## src/rtl/calc_acc16.sv

```systemverilog
// calc_acc16: 16-bit accumulator calculator, acc <= acc op sw while btnd is high
//   clk            system clock, rising edge
//   btnu           asynchronous active-high reset, clears the accumulator
//   btnl/btnc/btnr op select {msb,mid,lsb}
//   btnd           accumulate enable
//   sw[15:0]       operand B, two's complement
//   led[15:0]      accumulator value
//   CALC_BTND_EDGE_EN: when defined, one operation per rising edge of btnd
module calc_acc16 (
  input  logic        clk,
  input  logic        btnu,
  input  logic        btnc,
  input  logic        btnl,
  input  logic        btnr,
  input  logic        btnd,
  input  logic [15:0] sw,
  output logic [15:0] led
);
  logic [15:0] r_acc;
  logic [2:0]  w_sel;
  logic [3:0]  w_code;
  logic [31:0] w_op1;
  logic [31:0] w_op2;
  logic [31:0] w_res;
  logic        w_zero;
  logic        w_en;
  logic        w_unused;
  assign w_sel = {btnl, btnc, btnr};
  assign w_op1 = {{16{r_acc[15]}}, r_acc};
  assign w_op2 = {{16{sw[15]}}, sw};
  always_comb begin
    case (w_sel)
      3'd0:    w_code = 4'b0010;
      3'd1:    w_code = 4'b0110;
      3'd2:    w_code = 4'b0000;
      3'd3:    w_code = 4'b0001;
      3'd4:    w_code = 4'b0101;
      3'd5:    w_code = 4'b0111;
      3'd6:    w_code = 4'b1001;
      default: w_code = 4'b1010;
    endcase
  end
  always_comb begin
    case (w_code)
      4'b0010: w_res = w_op1 + w_op2;
      4'b0110: w_res = w_op1 - w_op2;
      4'b0000: w_res = w_op1 & w_op2;
      4'b0001: w_res = w_op1 | w_op2;
      4'b0101: w_res = w_op1 ^ w_op2;
      4'b0111: w_res = {31'd0, $signed(w_op1) < $signed(w_op2)};
      4'b1000: w_res = w_op1 >> w_op2[4:0];
      4'b1001: w_res = w_op1 << w_op2[4:0];
      4'b1010: w_res = $unsigned($signed(w_op1) >>> w_op2[4:0]);
      default: w_res = 32'd0;
    endcase
  end
  assign w_zero   = (w_res == 32'd0);
  // zero flag and upper result half are architectural but not needed at the top
  assign w_unused = ^{w_zero, w_res[31:16]};
`ifdef CALC_BTND_EDGE_EN
  logic r_btnd;
  always_ff @(posedge clk or posedge btnu)
    if (btnu) r_btnd <= 1'b0;
    else      r_btnd <= btnd;
  assign w_en = btnd & ~r_btnd;
`else
  assign w_en = btnd;
`endif
  always_ff @(posedge clk or posedge btnu)
    if (btnu)      r_acc <= 16'h0000;
    else if (w_en) r_acc <= w_res[15:0];
  assign led = r_acc;
endmodule

```

## config.mk

```make
export PLATFORM = sky130hd
export DESIGN_NAME = calc_acc16
export DESIGN_NICKNAME = d
export VERILOG_FILES = /design/src/rtl/calc_acc16.sv
export SDC_FILE = /design/constraint.sdc
export NUM_CORES = 1
export LEC_CHECK = 0
export ABC_CLOCK_PERIOD_IN_PS = 5800
export CAP_MARGIN = 20
export CELL_PAD_IN_SITES_DETAIL_PLACEMENT = 0
export CELL_PAD_IN_SITES_GLOBAL_PLACEMENT = 2
export CORE_UTILIZATION = 38
export DETAILED_ROUTE_END_ITERATION = 7
export GPL_TIMING_DRIVEN = 1
export PLACE_DENSITY_LB_ADDON = 0.25
export SYNTH_ARGS = -nofsm -noshare
export SYNTH_HDL_FRONTEND = slang
export SYNTH_SLANG_ARGS = --single-unit
```

## constraint.sdc

```tcl
create_clock -name clk -period 5.8 [get_ports clk]
set_clock_uncertainty 0.15 [all_clocks]
set_input_delay 0.87 -clock clk [delete_from_list [all_inputs] [get_ports clk]]
set_output_delay 0.87 -clock clk [all_outputs]
set_load 0.1 [all_outputs]
```

==> metrics <==
sequential power share 0.165; worst path bufs/invs 2; CTS tree built; core area 11500 um2; syn_nets 682; drt first pass iters 4; Layout Area Growth over Synthesis 10.8%; LEAKAGE 2.00 nW; XOR/XNOR Fraction of Synth Area 0.0196; routed length per placed instance 24.6 um; max incr delay on CP 830 ps; Hold Path Class reg2reg; EDFF count, synth 0; Clock Sinks 16; Final min period 4280 ps; sequential fraction of the synthesis area 0.0894; max reg flops 16; Routed WL 18700 um; Max Slew Vio Count 0; Initial Utilization 0.390; Die ar. 12200 um2; switching component of the power 0.890 mW; Worst-path clk slew 60 ps; Arr. time, crit path 4310 ps; Ys Warns 0; routability cong. 0.962; asr flop ratio synth 1.00; Final ANT Viol Nets 0; Clk pwr share 0.099; via/cell ratio 6.71; post-synthesis mux area share 0.141; first-pass GRT wire length 28900 um; cell family with most CP delay compound AO/OA/AOI/OAI gates; Clock Tree Root clkbuf_16; initial antenna violation count 0; final hold violation count 0; Pwr Total 1.51 mW; pwr/cell area 304 nW/um2; MaxCap Viol Count 0; Slew @ Worst Pin 1170 ps; clk_lat worst skew 260 ps; post-CTS sizing 0; DR DRC count 0; combinational fraction of design power 0.736; CP max-delay cell clkdlybuf4s50_1; internal power 0.617 mW; Slew headroom 0.217; startpoint types input pin; # hold bufs at CTS 0; dpl hpwl 13900 um; worst endpoint required time 5830 ps; Final setup viols 0; Fmax 0.234 GHz; Tot GR Track Use 0.302; Synth Register Bits 16; Port Buf Inserts 37; CP max FO 16; chip width 111 um; Core Util, Final 0.433; maximum VDD drop 0.197 mV; die height 111 um; layout cells sized above 1 0.0717; reg2reg path depth 9; Area contributors post-synth ha_1 14%, dfrtp_1 8.9%, mux4_2 8.0%; CTS Buffer Depth 2; largest family of logic cells by synthesized area compound AO/OA/AOI/OAI gates; largest net degree at the start of global routing 48; Iteration-0 DRC Markers 490; Post-CTS Setup Bufs 0; Yosys top cell area share 0.137; nets@finish 689; crit end category flip-flop; outcome finished clean; switching share of power 0.591; total global routing overflow 0; Compound-Gate Fraction of Synth Area 0.330; DR vias 5083; period utilization 0.738; worst hold stages 2; Synth Area in Adders 0.146; unrepaired setup endpoints after global routing false; Post-synth top flop dfrtp_1; io pins 38; synthesized area per cell 7.35 um2; vias in the first global route 4790; area leader, netlist ha_1; Critical Path Stages 10; Mapped Area 4480 um2; Rows 39; most frequent cells in the layout 57 x a21oi_1, 55 x nor2_1, 49 x ha_1; Simple-Gate Fraction of Synth Area 0.189; n_diodes 0; Mapped Cells 609; H-Tree Depth 1; setup TNS 0 ps; crit-path cells clkdlybuf4s50_1 > clkinv_1 > ha_1 > o21ai_0 > nor4_1 > o32a_1 > a21boi_0 > mux2i_1 > a211oi_1 > a22oi_1; CTS Buf Count 3; commonest non-fill, non-tap cell in the layout a21oi_1; Synth cell types 69; Crit Path Category in2reg
[worst register-to-register path: cells and delay by family, from the launching register on]
kind	cells	cell delay, ps
flops	1	660
buf+inv	1	180
compound gates	6	1480
mux	1	230
fa+ha+maj	1	510
[layout make-up]
cell class                 instances  area, um2
clock buffer                       3       75.1
fill                            1179       6500
inverter                          47        176
multi-input combinational        501       3700
sequential                        16        400
tap                              143        179
timing repair buffer              47        435
[synth_stat cells, drive strengths merged, types with 4 or more instances]
| library cell | instances |
|---|---|
| mux2 | 7 |
| inv | 44 |
| or3 | 10 |
| mux4 | 16 |
| a31oi | 5 |
| nand2 | 42 |
| o211ai | 11 |
| o22ai | 9 |
| o32a | 6 |
| a211o | 4 |
| buf | 21 |
| a21o | 6 |
| a221oi | 4 |
| clkbuf | 24 |
| mux2i | 19 |
| dfrtp | 16 |
| nand3 | 11 |
| xnor2 | 8 |
| a211oi | 13 |
| o21ai | 50 |
| ha | 49 |
| a21oi | 58 |
| o221ai | 5 |
| nor4 | 6 |
| nor3b | 5 |
| o31ai | 6 |
| a22oi | 6 |
| o31a | 4 |
| nor3 | 15 |
| nor2b | 11 |
| nand2b | 6 |
| nor2 | 55 |
| o21bai | 4 |
[layer usage]
layer	share of wire	up-vias	global-route usage	wire (um)
met4	0.038	0	0.120	710
met5	0	-	0	0
li1	-	2293	-	-
met2	0.46	251	0.484	8530
met3	0.069	40	0.0362	1300
met1	0.44	2499	0.413	8120
[worst paths after layout]
path                        start       to  slack, ps
hold / removal             led[2]   led[2]        620
setup reg to reg           led[8]  led[14]       2520
min in group asynchronous    btnu  led[15]        940
max in group asynchronous    btnu   led[3]       4020
hold reg to reg            led[2]   led[2]        620
setup / recovery            sw[3]  led[14]       1520
[through the flow]
step	worst slack (ps)	std cells	hold WS, ps	area, um2
floorplan	2260	609	634	4480
global placement	1470	754	587	4890
detailed placement	1360	754	589	4890
CTS	1630	757	603	4960
global route	1260	757	669	4960
finish	1520	757	615	4960
[kinds of logic after synthesis]
group	after synthesis
compound gates	222
simple gates	176
buf+inv	92
fa+ha+maj	51
mux	42
flops	16
xor+xnor	10
[power by group through the flow]
stage | logic (mW) | registers (mW) | clock network, mW
finish | 1.11 | 0.249 | 0.149
floorplan | 0.642 | 0.385 | 0
global route | 1.19 | 0.255 | 0.156
detailed placement | 1.09 | 0.248 | 0
CTS | 1.09 | 0.246 | 0.147
global placement | 1.09 | 0.245 | 0
Power figures use the tool's default switching activity.
